[src/rtl/serial_addsub_if.sv]
// serial_addsub_if
//   Request/response bundle for the bit-serial adder/subtractor.
//   master : drives start, op_sub, a, b; observes busy, done, result, flags.
//   slave  : the adder/subtractor itself.
//   Signals:
//     start      request to begin an operation (sampled only when idle)
//     op_sub     0 = a+b, 1 = a-b, captured with start
//     a, b       operands, captured with start
//     busy       operation in progress
//     done       one-cycle pulse, result and flags valid
//     result     registered sum / difference
//     carry_out  final carry (add) or final borrow (sub)
//     overflow   signed two's-complement overflow
interface serial_addsub_if #(
    parameter int WIDTH = 8
);
    logic             start;
    logic             op_sub;
    logic [WIDTH-1:0] a;
    logic [WIDTH-1:0] b;
    logic             busy;
    logic             done;
    logic [WIDTH-1:0] result;
    logic             carry_out;
    logic             overflow;

    modport master (
        output start, op_sub, a, b,
        input  busy, done, result, carry_out, overflow
    );

    modport slave (
        input  start, op_sub, a, b,
        output busy, done, result, carry_out, overflow
    );
endinterface

[src/rtl/serial_addsub.sv]
// serial_addsub
//   Bit-serial adder/subtractor: one operand bit pair per clock, LSB first,
//   through a single 1-bit full-adder / full-subtractor cell and a 1-bit
//   carry/borrow register.
//   Ports:
//     clk    single clock, rising edge
//     rst_n  asynchronous active-low reset
//     bus    serial_addsub_if.slave (start/op_sub/a/b in; busy/done/result/
//            carry_out/overflow out)
//
//   state | meaning
//   IDLE  | waiting for start; outputs hold the last result
//   RUN   | shifting one bit pair per cycle through the cell
//   DONE  | one-cycle done pulse, result and flags valid
module serial_addsub #(
    parameter int WIDTH = 8
) (
    input  logic          clk,
    input  logic          rst_n,
    serial_addsub_if.slave bus
);
    typedef enum logic [1:0] {IDLE, RUN, DONE} state_t;

    localparam int              CW       = $clog2(WIDTH);
    localparam logic [CW-1:0]   LAST_BIT = CW'(WIDTH - 1);

    state_t           r_state;
    state_t           w_next;

    logic [WIDTH-1:0] r_a;
    logic [WIDTH-1:0] r_b;
    logic [WIDTH-1:0] r_sum;
    logic [WIDTH-1:0] r_result;
    logic [CW-1:0]    r_cnt;
    logic             r_sub;
    logic             r_c;
    logic             r_a_msb;
    logic             r_b_msb;
    logic             r_carry_out;
    logic             r_overflow;

    logic             w_ai;
    logic             w_bi;
    logic             w_s;
    logic             w_c_next;
    logic             w_last;
    logic             w_accept;
    logic [WIDTH-1:0] w_sum_next;

    assign w_ai = r_a[0];
    assign w_bi = r_b[0];
    assign w_s  = w_ai ^ w_bi ^ r_c;
    assign w_c_next = r_sub ? ((~w_ai & w_bi) | (~w_ai & r_c) | (w_bi & r_c))
                            : ((w_ai & w_bi) | (r_c & (w_ai ^ w_bi)));

    // New sum bit enters at the MSB; after WIDTH shifts the first bit is at [0].
    assign w_sum_next = {w_s, r_sum[WIDTH-1:1]};

    assign w_last   = (r_state == RUN) && (r_cnt == LAST_BIT);
    assign w_accept = (r_state == IDLE) && bus.start;

    always_ff @(posedge clk or negedge rst_n) begin
        if (!rst_n) begin
            r_state <= IDLE;
        end else begin
            r_state <= w_next;
        end
    end

    always_comb begin
        w_next = r_state;
        case (r_state)
            IDLE:    if (bus.start) w_next = RUN;
            RUN:     if (w_last)    w_next = DONE;
            DONE:    w_next = IDLE;
            default: w_next = IDLE;
        endcase
    end

    always_ff @(posedge clk or negedge rst_n) begin
        if (!rst_n) begin
            r_a         <= '0;
            r_b         <= '0;
            r_sum       <= '0;
            r_result    <= '0;
            r_cnt       <= '0;
            r_sub       <= 1'b0;
            r_c         <= 1'b0;
            r_a_msb     <= 1'b0;
            r_b_msb     <= 1'b0;
            r_carry_out <= 1'b0;
            r_overflow  <= 1'b0;
        end else if (w_accept) begin
            r_a         <= bus.a;
            r_b         <= bus.b;
            r_sub       <= bus.op_sub;
            r_a_msb     <= bus.a[WIDTH-1];
            r_b_msb     <= bus.b[WIDTH-1];
            r_c         <= 1'b0;
            r_cnt       <= '0;
            r_sum       <= '0;
            r_result    <= '0;
            r_carry_out <= 1'b0;
            r_overflow  <= 1'b0;
        end else if (r_state == RUN) begin
            r_a   <= r_a >> 1;
            r_b   <= r_b >> 1;
            r_sum <= w_sum_next;
            r_c   <= w_c_next;
            r_cnt <= r_cnt + CW'(1);
            // Outputs only change on the final bit, so they stay stable
            // (cleared) for the whole run rather than showing partial sums.
            if (w_last) begin
                r_result    <= w_sum_next;
                r_carry_out <= w_c_next;
                r_overflow  <= r_sub ? ((r_a_msb != r_b_msb) && (w_s != r_a_msb))
                                     : ((r_a_msb == r_b_msb) && (w_s != r_a_msb));
            end
        end
    end

    assign bus.busy      = (r_state == RUN);
    assign bus.done      = (r_state == DONE);
    assign bus.result    = r_result;
    assign bus.carry_out = r_carry_out;
    assign bus.overflow  = r_overflow;
endmodule

[src/flat_wrapper.sv]
// flat-port wrapper written by rule: the top's interface ports become plain ports
module serial_addsub_flat 
#(
    parameter int WIDTH = 8
)
  (clk, rst_n, bus_start, bus_op_sub, bus_a, bus_b, bus_busy, bus_done, bus_result, bus_carry_out, bus_overflow);
  serial_addsub_if #(.WIDTH(WIDTH)) bus_i ();
  input  logic clk;
  input  logic rst_n;
  input wire logic [$bits(bus_i.start)-1:0] bus_start;
  input wire logic [$bits(bus_i.op_sub)-1:0] bus_op_sub;
  input wire logic [$bits(bus_i.a)-1:0] bus_a;
  input wire logic [$bits(bus_i.b)-1:0] bus_b;
  output wire logic [$bits(bus_i.busy)-1:0] bus_busy;
  output wire logic [$bits(bus_i.done)-1:0] bus_done;
  output wire logic [$bits(bus_i.result)-1:0] bus_result;
  output wire logic [$bits(bus_i.carry_out)-1:0] bus_carry_out;
  output wire logic [$bits(bus_i.overflow)-1:0] bus_overflow;
  assign bus_i.start = bus_start;
  assign bus_i.op_sub = bus_op_sub;
  assign bus_i.a = bus_a;
  assign bus_i.b = bus_b;
  assign bus_busy = bus_i.busy;
  assign bus_done = bus_i.done;
  assign bus_result = bus_i.result;
  assign bus_carry_out = bus_i.carry_out;
  assign bus_overflow = bus_i.overflow;
  serial_addsub #(.WIDTH(WIDTH)) u_core (.clk(clk), .rst_n(rst_n), .bus(bus_i));
endmodule
[config.mk]
export PLATFORM = sky130hd
export DESIGN_NAME = serial_addsub_flat
export DESIGN_NICKNAME = d
export VERILOG_FILES = /design/src/rtl/serial_addsub_if.sv /design/src/rtl/serial_addsub.sv /design/src/flat_wrapper.sv
export SDC_FILE = /design/constraint.sdc
export NUM_CORES = 1
export LEC_CHECK = 0
export ABC_CLOCK_PERIOD_IN_PS = 1800
export CAP_MARGIN = 0
export CORE_MARGIN = 10
export CORE_UTILIZATION = 45
export CTS_BUF_LIST = sky130_fd_sc_hd__clkbuf_16
export DETAILED_ROUTE_END_ITERATION = 12
export PLACE_DENSITY = 0.71
export SLEW_MARGIN = 20
export SYNTH_ARGS = -nofsm -noshare
export SYNTH_HDL_FRONTEND = slang
export SYNTH_SLANG_ARGS = --single-unit
[constraint.sdc]
create_clock -name clk -period 1.8 [get_ports clk]
set_clock_uncertainty 0.2 [all_clocks]
set_input_delay 0.27 -clock clk [delete_from_list [all_inputs] [get_ports clk]]
set_output_delay 0.27 -clock clk [all_outputs]
set_load 0.005 [all_outputs]
[After elaboration in Yosys (flattened, before gate mapping)]
Cells that the tools add are included.
Word-level totals
  bits of input ports: 20
  bits in writable memories: 0
  logic and storage cells: 65
  flip-flop bits (word level): 43
  output and inout port bits: 12
  latch bits: 0
  memories kept: 0
  bits in read-only memories: 0
Operators by class
  reduce and logical (&&, ||, !) cells: 9
  equality and inequality tests: 8
  shifts and indexed selects: 0
  add/subtract/negate cells: 1
  multipliers: 0
  divide/modulo/power cells: 0
  multiplexer cells: 24
  magnitude comparators: 0
  bitwise logic cells: 11
Operators with widths (count)
  8-bit 2-to-1 mux: 9
  1-bit 2-to-1 mux: 10
  3-bit 2-to-1 mux: 2
  1-bit AND: 5
  1-bit logical AND: 4
  2-bit 2-to-1 mux: 2
  2-bit case mux with 2 select lines: 1
  2-bit AND reduction: 2
  2-bit nonzero test: 2
  3-bit by 1-bit adder with 3-bit output (second input constant): 1
  3-bit == test (second input constant): 1
  1-bit OR: 3
  2-bit by 1-bit == test with 1-bit output (second input constant): 1
  2-bit == test (second input constant): 1
  2-bit logical NOT: 1
  1-bit != test: 2
  2-bit by 1-bit != test with 1-bit output (second input constant): 1
  2-bit != test (second input constant): 1
  1-bit XOR: 2
  1-bit == test: 1
  1-bit inverter: 1

[Longest topological paths before layout]
  depth after elaboration: 8
  depth in mapped cells: 6

[Least setup slack after synthesis]
No wires, ideal clock.
  kind: register -> register
  start: register u_core.r_c
  end: register u_core.r_overflow (netlist: u_core.bus.overflow)
  setup time: 121 ps
  period minus slack after synthesis: 1638 ps
  stages on the path, launching flop included: 5
  data required time: 1479 ps
  arrival time: 1317 ps
  slack: 162 ps
  cell sequence: dfrtp_1 fa_1 nand2b_1 mux2i_1 a22o_1
On the way
  word-level cells in the longest chain between the ends: 7
RTL lines
  start: declaration: RTL line serial_addsub.sv:36  | logic r_c;
  start signal: assignment: RTL line serial_addsub.sv:109  | r_c <= w_c_next;
  1-bit XOR *: RTL line serial_addsub.sv:52  | assign w_s = w_ai ^ w_bi ^ r_c;
  1-bit != test *: RTL line serial_addsub.sv:116, serial_addsub.sv:117
  1-bit logical AND (on tied branches): RTL line serial_addsub.sv:117, serial_addsub.sv:116
  1-bit 2-to-1 mux *: RTL line serial_addsub.sv:116  | r_overflow <= r_sub ? ((r_a_msb != r_b_msb) && (w_s != r_a_msb))
  1-bit 2-to-1 mux *: RTL line serial_addsub.sv:113  | if (w_last) begin
  1-bit 2-to-1 mux *: RTL line serial_addsub.sv:105  | end else if (r_state == RUN) begin
  1-bit 2-to-1 mux *: RTL line serial_addsub.sv:93  | end else if (w_accept) begin
  end signal: assignment: RTL line serial_addsub.sv:116
  end: declaration: RTL line serial_addsub.sv:40  | logic r_overflow;
Mark *: on every way between the ends. The rest lies on a longest branch, timed or not. The select of a mux whose other input is x is not followed.
A chain may end at the register's enable or synchronous reset.

[Worst setup path in the final report]
Same ends and word-level chain as after synthesis.

==> flow_metrics.env <==
export IMPL_antenna_cells=0
export IMPL_nFillCells=318
export IMPL_syn_nets=182
export IMPL_floorplan_initialDensity_pct=46.7
export IMPL_netSwitchingFraction_pct=31.9
export IMPL_pin_count=32
export IMPL_p_int_mw=2.85
export IMPL_power_density_mw_per_mm2=1640
export IMPL_cp_arrival_ns=1.69
export IMPL_synth_area_mm2=0.00188
export IMPL_synth_seq_cells=42
export IMPL_synth_area_per_cell_um2=11.9
export IMPL_grt_pass1_vias=1580
export IMPL_leakage_nw=1.14
export IMPL_clock_power_share_pct=24.0
export IMPL_max_vdd_ir_drop_uv=815
export IMPL_synth_area_leader_cell="dfrtp_1"
export IMPL_row_count=23
export IMPL_numCtsBuffers=5
export IMPL_nNetsFinal=233
export IMPL_wirelength_um=4760
export IMPL_finalHoldViolCount=0
export IMPL_synthFlopType="dfrtp_1"
export IMPL_gp_congestion=0.732
export IMPL_synth_edf_count=0
export IMPL_rr_startpoint="u_core.r_c"
export IMPL_worst_path_max_fanout=4
export IMPL_rsz0062_at_grt="no"
export IMPL_p_total_mw=4.18
export IMPL_hold_path_class="register to register"
export IMPL_setup_viol=0
export IMPL_vias=1456
export IMPL_outcome="completed"
export IMPL_drive_above_1_share_pct=19.0
export IMPL_drt_pass1_iter_count=4
export IMPL_fin_crit_ns=1.72
export IMPL_worst_ep_required_time_ns=1.77
export IMPL_layout_setup_ws_ns=0.0791
export IMPL_dp_hpwl_um=3200
export IMPL_die_x_um=84.7
export IMPL_area_growth_pct=35.5
export IMPL_synth_area_leaders="dfrtp_1 (56%), a22o_1 (8.4%), a22oi_1 (5.2%)"
export IMPL_grt_pass1_wl_um=8040
export IMPL_dieArea_mm2=0.00717
export IMPL_synth_warnings=0
export IMPL_htree_num_levels=2
export IMPL_via_per_inst=5.60
export IMPL_wl_per_cell_um=18.3
export IMPL_ff2ff_setup_slack_ns=0.08
export IMPL_fmax_mhz=581
export IMPL_synth_most_common_cell="dfrtp_1"
export IMPL_numClockSinks=42
export IMPL_synth_common_cells="dfrtp_1 (42), a22o_1 (18), o21ai_0 (16)"
export IMPL_ys_async_sr_fraction_pct=100
export IMPL_clock_latency_ns=0.28
export IMPL_drt_initial_drc_count=119
export IMPL_synth_top_cell_area_share_pct=55.8
export IMPL_globalRouteOverflowTotal=0
export IMPL_port_buffers=31
export IMPL_synthCells=158
export IMPL_hp_start="u_core.r_a[2]"
export IMPL_track_usage_pct=13.8
export IMPL_core_mm2=0.00403
export IMPL_worstMarginPinSlew_ns=0.530
export IMPL_pre_cts_slack_ns=0.00305
export IMPL_drc=0
export IMPL_combPwrFrac_pct=37.9
export IMPL_power_switching_mw=1.33
export IMPL_die_y_um=84.7
export IMPL_cts_root_buf="clkbuf_16"
export IMPL_cap_violations=0
export IMPL_slew_violations=0
export IMPL_clockBufferDepth=2
export IMPL_antenna_left=0
export IMPL_ys_seq_area_share_pct=55.8
export IMPL_antenna_found_initial=0
export IMPL_synth_cell_types=29
export IMPL_max_slew_margin_pct=64.7
export IMPL_fin_tns_setup_ns=0
export IMPL_clk_pin_slew_ns=0.06
export IMPL_grt_max_degree=43
export IMPL_p_seq_share_pct=38.2
export IMPL_fin_crit_sh_pct=95.6
export IMPL_final_util_pct=63.4
export IMPL_cts_tree="built"
export IMPL_endpoint_kind="register"
export IMPL_cp_startpoint="u_core.r_c"
export IMPL_worstSetupStartpointType="register"
export IMPL_path_class="register to register"
==> layout by cell type, fill, tap and decap left out, drive strengths merged, types with 2 or more instances in the layout <==
master	Yosys	routed
nand2	10	10
o21ai	18	18
a21oi	11	11
buf	7	21
fa	2	2
nor2b	12	12
ha	2	2
inv	3	4
clkdlybuf4s50	0	28
nand2b	3	3
dfrtp	42	42
mux2	3	3
clkbuf	2	5
and2b	2	2
mux2i	2	2
dlygate4sd2	0	2
a22o	18	18
o21bai	2	3
a22oi	13	13
==> per-stage QoR <==
stage          area, um2  std cells  hold slack [ns]
2_1_floorplan       1880        158           -0.226
3_3_place_gp        2310        245            0.157
3_5_place_dp        2310        245            0.169
4_1_cts             2520        257            0.293
5_1_grt             2550        260            0.329
6_report            2550        260            0.290
==> worst paths after layout <==
| kind | depth (start not counted) | end |
|---|---|---|
| hold / removal | 2 | u_core.r_a[2] |
| setup reg to reg | 4 | u_core.bus.overflow |
| max in group asynchronous | 3 | u_core.r_state[0] |
| min in group asynchronous | 3 | u_core.r_b[6] |
| hold reg to reg | 2 | u_core.r_a[2] |
| setup / recovery | 4 | u_core.bus.overflow |
==> flip-flops by register name (all words and copies together), names as in the netlist <==
| name | cells |
|---|---|
| u_core.bus.overflow | 1 |
| u_core.bus.carry_out | 1 |
| u_core.r_b | 8 |
| u_core.r_a | 8 |
| u_core.r_b_msb | 1 |
| u_core.bus.result | 8 |
| u_core.r_sub | 1 |
| u_core.r_cnt | 3 |
| u_core.r_state | 2 |
| u_core.r_c | 1 |
| u_core.r_a_msb | 1 |
| u_core.r_sum | 7 |
==> cells by family (layout without fill, tap and decap cells) <==
logic type,Yosys count,count (layout),synth area share [%]
compound gates,64,65,24.2
xor+xnor,1,1,0.465
fa+ha+maj,4,4,3.46
buf+inv,12,63,3.92
flops,42,42,55.8
mux,5,5,2.86
simple gates,30,30,9.30
==> routing by layer <==
layer  up-vias  global-route usage [%]  wire (um)
li1        676                       -          -
met4         0                    5.99         95
met5         -                       0          0
met2        37                    23.2       2450
met1       733                    16.2       2030
met3        10                    3.48        180
==> repair_timing <==
| item | CTS | global route |
|---|---|---|
| setup buffers | 3 | 2 |
| gates resized for setup | 4 | 3 |
| hold buffers | 1 | 0 |
| cloned | 0 | 1 |
| endpoints found under the setup margin | 2 | 13 |
| endpoints found under the hold margin | 42 | 0 |
==> power groups by stage <==
stage | sequential, mW | clock (mW) | combinational, mW
6_report | 1.60 | 1.00 | 1.58
3_3_place_gp | 1.59 | 0 | 1.41
2_1_floorplan | 1.54 | 0 | 0.931
4_1_cts | 1.60 | 1.02 | 1.55
5_1_grt | 1.63 | 1.07 | 1.74
3_5_place_dp | 1.61 | 0 | 1.48
==> critical path, stage by stage (launching register included) <==
cell and delay (ns):
dfrtp_1 0.40, fa_1 0.63, nand2b_1 0.13, mux2i_1 0.07, a22o_1 0.18
==> area by class of cell <==
| type | instances | area, um2 | share of cell area, % |
|---|---|---|---|
| Tap cell | 50 | 62.6 | 2.45 |
| Sequential cell | 42 | 1050 | 41.2 |
| Clock buffer | 5 | 125 | 4.90 |
| Timing Repair Buffer | 52 | 475 | 18.6 |
| Multi-Input combinational cell | 105 | 785 | 30.7 |
| Clock inverter | 3 | 41.3 | 1.62 |
| Inverter | 3 | 11.3 | 0.441 |
No activity file was read; power rests on OpenSTA's default activity.
